## src/rtl/sync_handshake_rx.sv

```systemverilog
// Receive side of a toggle req/ack CDC handshake: synchronizes req_tgl, captures req_data, streams it out.
// Define SYNC_HANDSHAKE_RX_PREFETCH_EN for a 2-entry output FIFO that acknowledges on capture.
module sync_handshake_rx #(
  parameter int WIDTH       = 32,
  parameter int SYNC_STAGES = 2
) (
  input  logic             clk,
  input  logic             reset_n,
  input  logic             req_tgl,
  input  logic [WIDTH-1:0] req_data,
  output logic             ack_tgl,
  output logic             out_valid,
  input  logic             out_ready,
  output logic [WIDTH-1:0] out_data,
  output logic             proto_err
);

  logic [SYNC_STAGES-1:0] sync_q;
  logic                   s;
  logic                   p_q;
  logic                   p_d;
  logic                   evt;
  logic                   ack_d;
  logic                   out_valid_d;
  logic [WIDTH-1:0]       out_data_d;

  always_ff @(posedge clk or negedge reset_n) begin
    if (!reset_n) begin
      sync_q <= '0;
    end else begin
      sync_q <= {sync_q[SYNC_STAGES-2:0], req_tgl};
    end
  end

  assign s   = sync_q[SYNC_STAGES-1];
  assign evt = s ^ p_q;

  // p only advances on capture, so an uncaptured toggle stays visible as evt
  always_ff @(posedge clk or negedge reset_n) begin
    if (!reset_n) begin
      p_q       <= 1'b0;
      ack_tgl   <= 1'b0;
      out_valid <= 1'b0;
      out_data  <= '0;
    end else begin
      p_q       <= p_d;
      ack_tgl   <= ack_d;
      out_valid <= out_valid_d;
      out_data  <= out_data_d;
    end
  end

`ifdef SYNC_HANDSHAKE_RX_PREFETCH_EN

  logic [WIDTH-1:0] buf_data_q;
  logic [WIDTH-1:0] buf_data_d;
  logic             buf_valid_q;
  logic             buf_valid_d;
  logic             pop;
  logic             push;

  // out_data is the FIFO head; buf holds the second entry
  always_comb begin
    p_d         = p_q;
    ack_d       = ack_tgl;
    out_valid_d = out_valid;
    out_data_d  = out_data;
    buf_data_d  = buf_data_q;
    buf_valid_d = buf_valid_q;
    pop         = out_valid & out_ready;
    push        = evt & (~buf_valid_q | pop);
    if (push) begin
      p_d   = s;
      ack_d = ~ack_tgl;
    end
    if (pop) begin
      if (buf_valid_q) begin
        out_data_d = buf_data_q;
        if (push) begin
          buf_data_d = req_data;
        end else begin
          buf_valid_d = 1'b0;
        end
      end else if (push) begin
        out_data_d = req_data;
      end else begin
        out_valid_d = 1'b0;
      end
    end else if (push) begin
      if (!out_valid) begin
        out_data_d  = req_data;
        out_valid_d = 1'b1;
      end else begin
        buf_data_d  = req_data;
        buf_valid_d = 1'b1;
      end
    end
  end

  always_ff @(posedge clk or negedge reset_n) begin
    if (!reset_n) begin
      buf_data_q  <= '0;
      buf_valid_q <= 1'b0;
    end else begin
      buf_data_q  <= buf_data_d;
      buf_valid_q <= buf_valid_d;
    end
  end

  assign proto_err = 1'b0;

`else

  typedef enum logic {IDLE, HOLD} state_t;

  state_t state_q;
  state_t state_d;
  logic   proto_d;

  // A handshake and a new event on the same HOLD edge: handshake wins, event is caught from IDLE
  always_comb begin
    state_d     = state_q;
    p_d         = p_q;
    ack_d       = ack_tgl;
    out_valid_d = out_valid;
    out_data_d  = out_data;
    proto_d     = proto_err;
    case (state_q)
      IDLE: begin
        if (evt) begin
          out_data_d  = req_data;
          p_d         = s;
          out_valid_d = 1'b1;
          state_d     = HOLD;
        end
      end
      HOLD: begin
        if (out_ready) begin
          out_valid_d = 1'b0;
          ack_d       = ~ack_tgl;
          state_d     = IDLE;
        end
        if (evt) begin
          proto_d = 1'b1;
        end
      end
      default: state_d = IDLE;
    endcase
  end

  always_ff @(posedge clk or negedge reset_n) begin
    if (!reset_n) begin
      state_q   <= IDLE;
      proto_err <= 1'b0;
    end else begin
      state_q   <= state_d;
      proto_err <= proto_d;
    end
  end

`endif

endmodule

```

## config.mk

```make
export PLATFORM = sky130hd
export DESIGN_NAME = sync_handshake_rx
export DESIGN_NICKNAME = d
export VERILOG_FILES = /design/src/rtl/sync_handshake_rx.sv
export SDC_FILE = /design/constraint.sdc
export NUM_CORES = 1
export LEC_CHECK = 0
export CORE_MARGIN = 2
export CORE_UTILIZATION = 44
export DETAILED_ROUTE_END_ITERATION = 8
export GPL_TIMING_DRIVEN = 0
export PLACE_DENSITY = 0.84
export SLEW_MARGIN = 20
export SYNTH_ARGS = -nofsm -noshare
export SYNTH_HDL_FRONTEND = slang
export SYNTH_SLANG_ARGS = --single-unit
```

## constraint.sdc

```tcl
create_clock -name clk -period 3.71 [get_ports clk]
set_input_delay 1.113 -clock clk [delete_from_list [all_inputs] [get_ports clk]]
set_output_delay 1.113 -clock clk [all_outputs]
set_load 0.01 [all_outputs]
```

==> results of run 1 <==
-- how the worst min path moves through the flow --
stage / endpoint / startpoint / cells after the start
after floorplan: sync_q[1]$_DFF_PN0_ / sync_q[0]$_DFF_PN0_ / 0
after global placement: sync_q[1]$_DFF_PN0_ / sync_q[0]$_DFF_PN0_ / 0
after detailed placement: sync_q[1]$_DFF_PN0_ / sync_q[0]$_DFF_PN0_ / 0
after CTS: sync_q[1]$_DFF_PN0_ / sync_q[0]$_DFF_PN0_ / 0
after global routing: sync_q[1]$_DFF_PN0_ / sync_q[0]$_DFF_PN0_ / 0
final: sync_q[1]$_DFF_PN0_ / sync_q[0]$_DFF_PN0_ / 0
-- metrics by stage --
| stage | total power, mW | hold slack [ns] | setup WS, ns | instances | area, sq um |
|---|---|---|---|---|---|
| after floorplan | 1.412 | 0.3312 | 2.203 | 85 | 1590 |
| after detailed placement | 1.930 | 0.3402 | 1.685 | 202 | 2371 |
| after global routing | 2.247 | 0.3836 | 1.230 | 210 | 2425 |
| after CTS | 2.149 | 0.3671 | 1.287 | 210 | 2425 |
| after global placement | 1.889 | 0.3355 | 0.7183 | 201 | 2349 |
| final | 2.119 | 0.3675 | 1.321 | 210 | 2425 |
-- flip-flops by register name, indices dropped and copies added, names as in the netlist --
register,flops
out_valid,1
out_data,32
ack_tgl,1
state_q,1
proto_err,1
p_q,1
sync_q,2
-- power groups by stage --
stage / combinational (mW) / clock [mW] / sequential [mW]
2_1_floorplan: 0.573 / 0 / 0.840
3_3_place_gp: 1.14 / 0 / 0.750
3_5_place_dp: 1.17 / 0 / 0.763
4_1_cts: 1.17 / 0.216 / 0.760
5_1_grt: 1.22 / 0.240 / 0.783
6_report: 1.16 / 0.207 / 0.757
-- final cells by class --
| class | instances | share of cell area |
|---|---|---|
| plain buffers | 4 | 0.02941 |
| clock buffers | 6 | 0.01703 |
| clock inverters | 2 | 0.005160 |
| inverters | 1 | 0.001548 |
| multi-input cells | 41 | 0.2224 |
| flip-flops and latches | 39 | 0.4025 |
| well taps | 46 | 0.02374 |
| repair buffers | 71 | 0.2982 |
-- per-layer routing --
metal	up-vias	global-route usage	share of wire
met3	7	0.07570	0.068
met4	0	0.06915	0.021
met5	-	0	0
li1	450	-	-
met1	459	0.2220	0.41
met2	44	0.2813	0.50
-- cells by family after synthesis --
kind of cell	Yosys count	synth area share
buf+inv	5	0.04721
simple gates	3	0.009439
flops	39	0.6137
xor+xnor	2	0.01102
compound gates	3	0.01417
mux	33	0.3045
-- layout by cell type, fill, tap and decap left out --
cell type / instances
buf_2: 1
and2b_1: 1
buf_16: 1
buf_6: 1
nor2_1: 1
clkinvlp_4: 1
buf_12: 3
clkbuf_4: 5
xor2_1: 1
dfrtp_1: 39
o22ai_1: 1
clkinv_2: 1
xnor2_1: 1
clkdlybuf4s50_1: 69
o21a_1: 1
mux2_2: 3
a21o_2: 1
clkbuf_1: 1
nand2_1: 1
mux2_4: 30
inv_1: 1
==> results.py, run 1 <==
metrics = {
    "global_routing": {
        "antenna_found_initial": 0,
        "grt_pass1_wl_mm": 5.471,
        "grt_max_degree": 21,
        "grt-ovfl-total": 0,
        "grt.total_usage": 0.1799,
        "grt_pass1_vias": 1091,
    },
    "synth": {
        "synth-edff-count": 0,
        "synth_area_per_cell_sq_um": 18.71,
        "postSynth.topFlopCell": "dfrtp_1",
        "synth_top_area_share": 0.6137,
        "yosysTopAreaCell": "dfrtp_1",
        "syn_inst": 85,
        "yosysMostFrequentCell": "dfrtp_1",
        "ys_types": 14,
        "synth-seq-cells": 39,
        "ys_top_cells_by_area": "dfrtp_1, mux2_4, buf_12",
        "yosys_warnings": 0,
        "async_flop_share": 1.000,
        "syn_area_sq_mm": 0.001590,
        "synth_fp_nets": 121,
        "synth_seq_area_share": 0.6137,
        "yosys-top-cells-count": "dfrtp_1, mux2_4, buf_12, mux2_2",
    },
    "setup_path": {
        "path_buf_inv": 1,
        "critical_path_class": "reg -> out",
        "max_stage_delay_ns": 0.56,
        "reg2reg_to": "out_data[14]$_DFFE_PN0P_",
        "crit_path_end": "out_data[10]",
        "path_depth": 1,
        "reg2reg_from": "p_q$_DFFE_PN0P_",
        "arrival_ns": 1.28,
        "critPathTopFamily": "buffers and inverters",
        "r2r_cells": 5,
        "ff2ff_setup_slack_ns": 2.12,
        "cp_cell_sequence": "clkdlybuf4s50_1",
        "cp_max_fo": 2,
        "setup.worst_path.start_class": "flip-flop",
        "cp-end-kind": "output port",
        "startpoint": "out_data[10]$_DFFE_PN0P_",
        "crit_path_top_delay_cell": "clkdlybuf4s50_1",
        "crit_required_ns": 2.60,
    },
    "die": {
        "fp.dieW_microns": 64.12,
        "dieArea_sq_mm": 0.004111,
        "core_area_sq_mm": 0.003416,
        "initial_utilization": 0.4656,
        "rows": 21,
        "die_h_microns": 64.12,
        "ios": 71,
    },
    "power": {
        "p_leak_nw": 1.062,
        "comb_power_share": 0.545,
        "intPower_mw": 1.491,
        "switching_share": 0.2967,
        "clockPowerShare": 0.098,
        "switchingPower_mw": 0.6288,
        "ir_worst_vdd_mv": 0.4219,
        "pwr-share-seq": 0.357,
        "power_density_mw_per_mm2": 874.1,
    },
    "clocking": {
        "ctsRootBufferMaster": "clkbuf_4",
        "cts_setup_buffers": 0,
        "cts_hold_buf": 0,
        "clk_pin_slew_ns": 0.12,
        "ctsHtreeMaxLevel": 2,
        "cts_tree": "done",
        "ctsResizeCount": 0,
        "cts_buffer_depth": 2,
        "cts_sinks": 39,
        "cts_made_buffers": 5,
        "worst_skew_pair.late_latency_ns": 0.34,
    },
    "layout": {
        "seq_area_sq_um": 975.9,
        "fill_cells": 247,
        "drive_gt1_frac": 0.2866,
        "final_util": 0.7099,
        "multi_input_area_sq_um": 539.3,
        "area_growth_pct": 52.48,
        "diodes": 0,
        "nets": 199,
    },
    "sta": {
        "finalMaxSlewViolations": 0,
        "worstMarginPinSlew_ns": 0.4820,
        "max_freq_ghz": 0.4185,
        "tns_ns": 0,
        "rsz0062_at_grt": "false",
        "period_share": 0.6440,
        "setup_viol": 0,
        "period_needed_ns": 2.389,
        "slew-limit-headroom": 0.6787,
        "skew_ns": 0.009218,
        "hold_viol_final": 0,
    },
    "routing": {
        "first_pass_iters": 3,
        "ant_nets": 0,
        "num_vias": 960,
        "drt_iter0_drc": 32,
        "wl_mm": 3.192,
        "route.detailed.drc": 0,
        "viasPerCell": 4.571,
        "routedWlPerCell_microns": 15.20,
    },
    "run_status": {
        "status": "finished clean",
    },
    "placement": {
        "gp_congestion": 0.7700,
        "hpwl_mm": 2.422,
        "numPortBuffers": 70,
    },
    "worst_hold_path": {
        "min_path_type": "reg -> reg",
    },
    "flow_run": {
        "cap_violations": 0,
    },
}
No activity file was read; power rests on OpenSTA's default activity.
==> inputs of run 2 (changes only) <==
--- a/config.mk
+++ b/config.mk
@@ -6,10 +6,10 @@
 export NUM_CORES = 1
 export LEC_CHECK = 0
 export CORE_MARGIN = 2
-export CORE_UTILIZATION = 44
+export CORE_UTILIZATION = 37
 export DETAILED_ROUTE_END_ITERATION = 8
 export GPL_TIMING_DRIVEN = 0
-export PLACE_DENSITY = 0.84
+export PLACE_DENSITY = 0.75
 export SLEW_MARGIN = 20
 export SYNTH_ARGS = -nofsm -noshare
 export SYNTH_HDL_FRONTEND = slang
==> constraint.sdc (replaced) <==
create_clock -name clk -period 2.1 [get_ports clk]
set_input_delay 0.63 -clock clk [delete_from_list [all_inputs] [get_ports clk]]
set_output_delay 0.63 -clock clk [all_outputs]
set_load 0.01 [all_outputs]
==> results.py, run 2 (synthesis gave the netlist of run 1 again) <==
metrics = {
    "run_status": {
        "status": "finished clean",
    },
    "setup_path": {
        "max_stage_delay_ns": 0.56,
        "path_buf_inv": 1,
        "setup.worst_path.start_class": "flip-flop",
        "cp-end-kind": "output port",
        "critPathTopFamily": "buffers and inverters",
        "arrival_ns": 1.25,
        "cp_cell_sequence": "clkdlybuf4s50_1",
        "crit_required_ns": 1.47,
        "crit_path_top_delay_cell": "clkdlybuf4s50_1",
        "critical_path_class": "reg -> out",
        "cp_max_fo": 3,
    },
    "layout": {
        "final_util": 0.6056,
        "reg.largest.list": "out_data: 32 flops, sync_q: 2 flops",
        "fill_cells": 316,
        "final_cell_mix": "clkdlybuf4s50_1, dfrtp_1, mux2_4, clkbuf_8",
        "seq_area_sq_um": 975.9,
        "final_common_cell": "clkdlybuf4s50_1",
        "diodes": 0,
        "area_growth_pct": 54.52,
        "largest_register_ffs": 32,
        "nets": 199,
        "multi_input_area_sq_um": 539.3,
        "drive_gt1_frac": 0.2805,
        "largest-register": "out_data",
    },
    "global_routing": {
        "grt-ovfl-total": 0,
        "antenna_found_initial": 0,
        "grt_max_degree": 23,
        "grt_pass1_vias": 1160,
        "grt_pass1_wl_mm": 5.913,
        "grt.total_usage": 0.1590,
    },
    "routing": {
        "ant_nets": 0,
        "route.detailed.drc": 0,
        "drt_iter0_drc": 30,
        "viasPerCell": 4.565,
        "first_pass_iters": 4,
        "num_vias": 977,
        "routedWlPerCell_microns": 16.01,
        "wl_mm": 3.426,
    },
    "placement": {
        "hpwl_mm": 2.599,
        "numPortBuffers": 70,
        "gp_congestion": 0.7030,
    },
    "clocking": {
        "cts_tree": "done",
        "worst_skew_pair.late_latency_ns": 0.29,
        "ctsResizeCount": 0,
        "cts_setup_buffers": 0,
        "cts_buffer_depth": 2,
        "clk_pin_slew_ns": 0.07,
        "ctsRootBufferMaster": "clkbuf_8",
        "cts_hold_buf": 0,
        "cts_sinks": 39,
        "ctsHtreeMaxLevel": 2,
        "cts_made_buffers": 5,
    },
    "power": {
        "ir_worst_vdd_mv": 0.7276,
        "power_density_mw_per_mm2": 1575,
        "p_leak_nw": 1.076,
    },
    "sta": {
        "max_freq_ghz": 0.5325,
        "finalMaxSlewViolations": 0,
        "hold_viol_final": 0,
        "setup_viol": 0,
        "period_needed_ns": 1.878,
        "tns_ns": 0,
        "fin_hold_ws_ns": 0.2839,
        "skew_ns": 0.004613,
        "period_share": 0.8943,
        "slew-limit-headroom": 0.6938,
        "rsz0062_at_grt": "false",
        "worstMarginPinSlew_ns": 0.4594,
    },
    "die": {
        "initial_utilization": 0.3919,
        "die_h_microns": 69.56,
        "dieArea_sq_mm": 0.004839,
        "rows": 23,
        "ios": 71,
        "fp.dieW_microns": 69.56,
        "core_area_sq_mm": 0.004058,
    },
    "flow_run": {
        "cap_violations": 0,
    },
    "worst_hold_path": {
        "min_path_type": "in -> async",
    },
}
-- run 2: changes by cell type in the layout (fill, tap and decap cells not counted) --
cell	change
clkinvlp_4	-1
clkbuf_4	-5
clkbuf_8	+5
clkbuf_1	+1
-- run 2: worst paths after layout --
check,start,endpoint,slack [ns],cells past startpoint
max,out_valid$_DFFE_PN0P_,out_valid,0.22,1
min,reset_n,sync_q[0]$_DFF_PN0_,0.28,1
max reg2reg,p_q$_DFFE_PN0P_,out_data[15]$_DFFE_PN0P_,0.51,5
min reg2reg,sync_q[0]$_DFF_PN0_,sync_q[1]$_DFF_PN0_,0.36,0
max in group asynchronous,reset_n,out_data[5]$_DFFE_PN0P_,1.35,2
min in group clk,sync_q[0]$_DFF_PN0_,sync_q[1]$_DFF_PN0_,0.36,0
-- run 2: routing by layer --
metal / vias to the layer above / global-route usage / share of wire / wire (microns)
li1: 446 / - / - / -
met4: 0 / 0.06536 / 0.014 / 47
met3: 5 / 0.04942 / 0.066 / 225
met2: 41 / 0.2628 / 0.51 / 1745
met1: 485 / 0.1923 / 0.41 / 1407
met5: - / 0 / 0 / 0
-- run 2: final cells by class --
| cell class | count | area share |
|---|---|---|
| tap | 50 | 0.02546 |
| clock inverter | 1 | 0.002037 |
| multi-input combinational | 41 | 0.2194 |
| sequential | 39 | 0.3971 |
| timing repair buffer | 71 | 0.2943 |
| buffer | 4 | 0.02902 |
| inverter | 1 | 0.001527 |
| clock buffer | 7 | 0.03106 |
-- run 2: through the flow --
stage | cells | worst slack (ns) | power, mW | area, sq um
2_1_floorplan | 85 | 0.6559 | 2.495 | 1590
3_3_place_gp | 205 | -0.4453 | 3.348 | 2354
3_5_place_dp | 206 | 0.5058 | 3.425 | 2376
4_1_cts | 214 | 0.2101 | 3.934 | 2457
5_1_grt | 214 | 0.1921 | 4.097 | 2457
6_report | 214 | 0.2221 | 3.871 | 2457
-- run 2: power by group --
part	total (mW)	switching, mW	leakage [nW]	internal [mW]
Combinational	2.05	0.660	0.580	1.39
Clock	0.477	0.244	0.0422	0.233
Sequential	1.35	0.226	0.454	1.12
==> RTL edit 1, RTL diff (settings of run 2) <==
Add a define of `SYNC_HANDSHAKE_RX_PREFETCH_EN`.
--- a/src/rtl/sync_handshake_rx.sv
+++ b/src/rtl/sync_handshake_rx.sv
@@ -1,5 +1,7 @@
 // Receive side of a toggle req/ack CDC handshake: synchronizes req_tgl, captures req_data, streams it out.
 // Define SYNC_HANDSHAKE_RX_PREFETCH_EN for a 2-entry output FIFO that acknowledges on capture.
+`define SYNC_HANDSHAKE_RX_PREFETCH_EN
+
 module sync_handshake_rx #(
   parameter int WIDTH       = 32,
   parameter int SYNC_STAGES = 2
Formal check against the unedited RTL: not equivalent (Yosys sat finds a counterexample within 4 cycles, from zero or initial values and one cycle with reset_n low).
==> RTL edit 1 against run 2 <==
  * Global-route usage fell by 1.5 points
  * Combinational power rose by 69%
  * Setup slack got worse by 0.21 ns
  * Routed wire length rose by 84%
  * Largest cell class unchanged
  * Clock power rose by 150%
  * Area after synthesis rose by 94%
  * Clock skew rose by 0.0052 ns
  * Sequential share of layout area rose by 0.18 points
  * Final area rose by 79%
  * Final cell count rose by 84%
  * Power rose by 83%
  * Sequential cell count rose by 31
==> RTL edit 1: results (changes against run 2) <==
----------------------------------------------------
[CTS]
  Later-pin clock latency in the skew report ... 0.34 ns (was 0.29 ns)
  Clock buffers created by TritonCTS ... 9 (was 5)
  H-tree level count ... 3 (was 2)

[Global routing]
  GRT Resource Usage Total ... 14.4% (was 15.9%)
  GR Layer Usage met2 ... 22.8% (was 26.3%)
  Met3 routing resource usage after global routing ... 5.30% (was 4.94%)
  Met1 Resource Use GR ... 17.2% (was 19.2%)
  Pin count of the biggest net entering global routing ... 37 (was 23)
  Number of global-route vias before repair ... 1885 (was 1160)

[Layout]
  Net total in the final layout ... 321 (was 199)
  Largest registers ... buf_data_q x32, out_data x32, sync_q x2 (was out_data x32, sync_q x2)
  Final Non-Filler Cells ... 394 (was 214)

[Placed design]
  Placed cell area ... 3930 um^2 (was 2380 um^2)
  Number of placed instances, taps included ... 371 (was 206)
  DPL Wire Length ... 4030 um (was 2600 um)
  Port buffer count ... 69 (was 70)

[Setup path]
  Capturing point of the worst reg2reg path ... out_data[24]$_DFFE_PN0P_ (was out_data[15]$_DFFE_PN0P_)
  Critical path's largest stage delay ... 0.32 ns (was 0.56 ns)
  Worst Reg2Reg Path Length in Cells ... 8 (was 5)
  Launch instance of the worst register-to-register path ... sync_q[1]$_DFF_PN0_ (was p_q$_DFFE_PN0P_)
  Setup CP Type ... in2reg (was reg2out)

[Synth]
  Number of nets in the synthesized netlist ... 233 (was 121)
  Largest cells by area after synthesis ... dfrtp_1 57%, mux2_2 32%, mux2_4 3.9% (was dfrtp_1 61%, mux2_4 28%, buf_12 3.8%)
  Adder-cell area share of the yosys netlist ... 0.405% (was 0%)
  Post-synthesis area per instance ... 15.8 um^2 (was 18.7 um^2)
  Xor and xnor area share after synthesis ... 0.850% (was 1.10%)

[Timing]
  Period utilization ... 99.5% (was 89.4%)

[Route]
  Met3 wirelength from detailed routing ... 318 um (was 225 um)
  Iteration-0 DRC Markers ... 34 (was 30)
  Detail Route met2 WL ... 3020 um (was 1750 um)

[Power and ir drop]
  Static leakage ... 1.89 nW (was 1.08 nW)

[Floorplan]
  DIE WIDTH ... 95.4 um (was 69.6 um)

[Status]
  Outcome ... completed (unchanged)

----------------------------------------------------
## RTL edit 1: cell types whose count changed after synthesis, sizes merged, moves of 2 or more
cell / before / now
buf: 4 / 10
inv: 1 / 3
dfrtp: 39 / 70
mux2: 33 / 97
nand3: 0 / 2
o21ai: 0 / 4
## RTL edit 1: power groups by stage
| stage | clock network (mW) | registers (mW) | logic, mW |
|---|---|---|---|
| floorplan | 0 | 2.52 | 1.69 |
| global placement | 0 | 2.40 | 2.85 |
| detailed placement | 0 | 2.44 | 2.92 |
| CTS | 1.22 | 2.43 | 2.98 |
| global route | 1.29 | 2.53 | 3.72 |
| finish | 1.18 | 2.44 | 3.47 |
## RTL edit 1: area by class of cell
type | instances | area, um^2
Fill cell | 684 | 3780
Sequential cell | 70 | 1750
Multi-Input combinational cell | 113 | 1350
Timing Repair Buffer | 77 | 815
Clock buffer | 11 | 131
Tap cell | 105 | 131
Buffer | 10 | 119
Clock inverter | 5 | 83.8
Inverter | 3 | 11.3
==> RTL edit 2, RTL diff (flow settings as in run 2) <==
Without the edit above. `out_data` no longer has a reset.
--- a/src/rtl/sync_handshake_rx.sv
+++ b/src/rtl/sync_handshake_rx.sv
@@ -41,13 +41,15 @@
       p_q       <= 1'b0;
       ack_tgl   <= 1'b0;
       out_valid <= 1'b0;
-      out_data  <= '0;
     end else begin
       p_q       <= p_d;
       ack_tgl   <= ack_d;
       out_valid <= out_valid_d;
-      out_data  <= out_data_d;
     end
+  end
+
+  always_ff @(posedge clk) begin
+    out_data <= out_data_d;
   end
 
 `ifdef SYNC_HANDSHAKE_RX_PREFETCH_EN
Formal check against the unedited RTL: differs if reset_n is asserted again (counterexample within 4 cycles, from zero or initial values and one cycle with reset_n low); with reset_n held inactive, the same outputs for 10 cycles.
==> RTL edit 2 against run 2 <==
  * Routed wire length down 35%
  * Final area down 17%
  * Sequential cell count unchanged
  * Area after synthesis down 24%
  * Setup slack worse by 0.011 ns
  * Via count down 27%
  * Fmax down 0.57%
Power is not compared: it rests on default switching activity, and its combinational part moved more than twofold at a synthesized area within 25%.
==> RTL edit 2: results (changes against run 2) <==
----------------------------------------------------
[CTS]
  Later-pin clock latency in the skew report ... 0.33 ns (was 0.29 ns)
  Root buf cell ... clkbuf_4 (was clkbuf_8)
  Clock-pin slew reported for the worst setup and hold paths after clock tree synthesis ... 0.10 ns (was 0.07 ns)

[Layout]
  Layout cell share with drive strength beyond 1 ... 7.14% (was 28.0%)
  Net total in the final layout ... 161 (was 199)

[Synth]
  Synth async-reset ratio ... 17.9% (was 100%)
  Fraction of the yosys area taken by sequential cells ... 94.3% (was 61.4%)
  Post-synthesis area per instance ... 25.1 um^2 (was 18.7 um^2)
  Number of distinct library cells after synthesis ... 10 (was 14)
  Count of flip-flops with a built-in enable after synthesis ... 32 (was 0)
  Most used standard cells in the synthesized netlist ... 32 x edfxtp_1, 7 x dfrtp_1, 2 x xnor2_1 (was 39 x dfrtp_1, 30 x mux2_4, 3 x buf_12, 3 x mux2_2)
  Synth Flop Type ... edfxtp_1 (was dfrtp_1)

[Setup path]
  Worst-path maximum fanout ... 2 (was 3)
  Critical path's largest stage delay ... 0.54 ns (was 0.56 ns)

[Global routing]
  GR Layer Usage met2 ... 21.7% (was 26.3%)
  Number of global-route vias before repair ... 721 (was 1160)
  Global-route wire length before repair ... 3220 um (was 5910 um)
  Met1 Resource Use GR ... 13.3% (was 19.2%)
  Pin count of the biggest net entering global routing ... 33 (was 23)

[Route]
  Mean routed wirelength per cell ... 13.2 um (was 16.0 um)
  DR vias/cell ... 4.22 (was 4.57)
  Iteration-0 DRC Markers ... 14 (was 30)

[Status]
  Outcome ... completed (unchanged)

[Placed design]
  DPL Wire Length ... 1680 um (was 2600 um)
  Post-placement setup slack ... 0.447 ns (was 0.506 ns)

[Timing]
  Max-slew headroom ... 43.1% (was 69.4%)

----------------------------------------------------
## RTL edit 2: changes by cell type in the layout (fill, tap and decap cells not counted), moves of 2 or more
cell	run 2	this run
clkbuf_4	0	5
dfrtp_1	39	7
mux2_2	3	1
mux2_4	30	0
buf_12	3	0
edfxtp_1	0	32
clkbuf_8	5	2
## RTL edit 2: cell type report
type / count / area (um^2)
fill: 230 / 1040
sequential: 39 / 1140
timing repair buffer: 70 / 701
multi-input combinational: 9 / 76.3
tap: 44 / 55.1
clock buffer: 8 / 68.8
## RTL edit 2: report_power, final
group | leakage, nW | internal, mW | switching, mW
combinational | 0.299 | 0.407 | 0.315
sequential | 0.377 | 1.13 | 0.0853
clock | 0.0386 | 0.197 | 0.218
## RTL edit 2: logic make-up after synthesis
family	count (synthesis)	share of synthesized area (%)
AO/OA/AOI/OAI	3	1.97
XOR/XNOR	3	2.18
flip-flops	39	94.3
multiplexers	1	0.935
AND/OR/NAND/NOR	2	0.622
## RTL edit 2: layer usage
layer / up-vias / part of all wire [%]
li1: 339 / -
met1: 332 / 34
met2: 45 / 55
met3: 2 / 10
met4: 0 / 1.0
met5: - / 0
## RTL edit 2: per-stage QoR
| step | cell area, um^2 | util [%] |
|---|---|---|
| after floorplan | 1210 | - |
| after global placement | 1960 | 63.8 |
| after detailed placement | 1970 | 63.9 |
| after CTS | 2040 | 66.2 |
| after global routing | 2040 | 66.2 |
| final | 2040 | 66.2 |
## RTL edit 2: path summary, 6_finish.rpt
path | slack [ns] | cells past startpoint | end | startpoint
setup reg to reg | 0.45 | 2 | out_data[11]$_DFFE_PP_ | p_q$_DFFE_PN0P_
hold / removal | 0.36 | 0 | sync_q[1]$_DFF_PN0_ | sync_q[0]$_DFF_PN0_
max in group asynchronous | 1.34 | 1 | state_q$_DFF_PN0_ | reset_n
setup / recovery | 0.21 | 1 | ack_tgl | ack_tgl$_DFFE_PN0P_
min in group asynchronous | 0.53 | 1 | p_q$_DFFE_PN0P_ | reset_n
hold reg to reg | 0.36 | 0 | sync_q[1]$_DFF_PN0_ | sync_q[0]$_DFF_PN0_
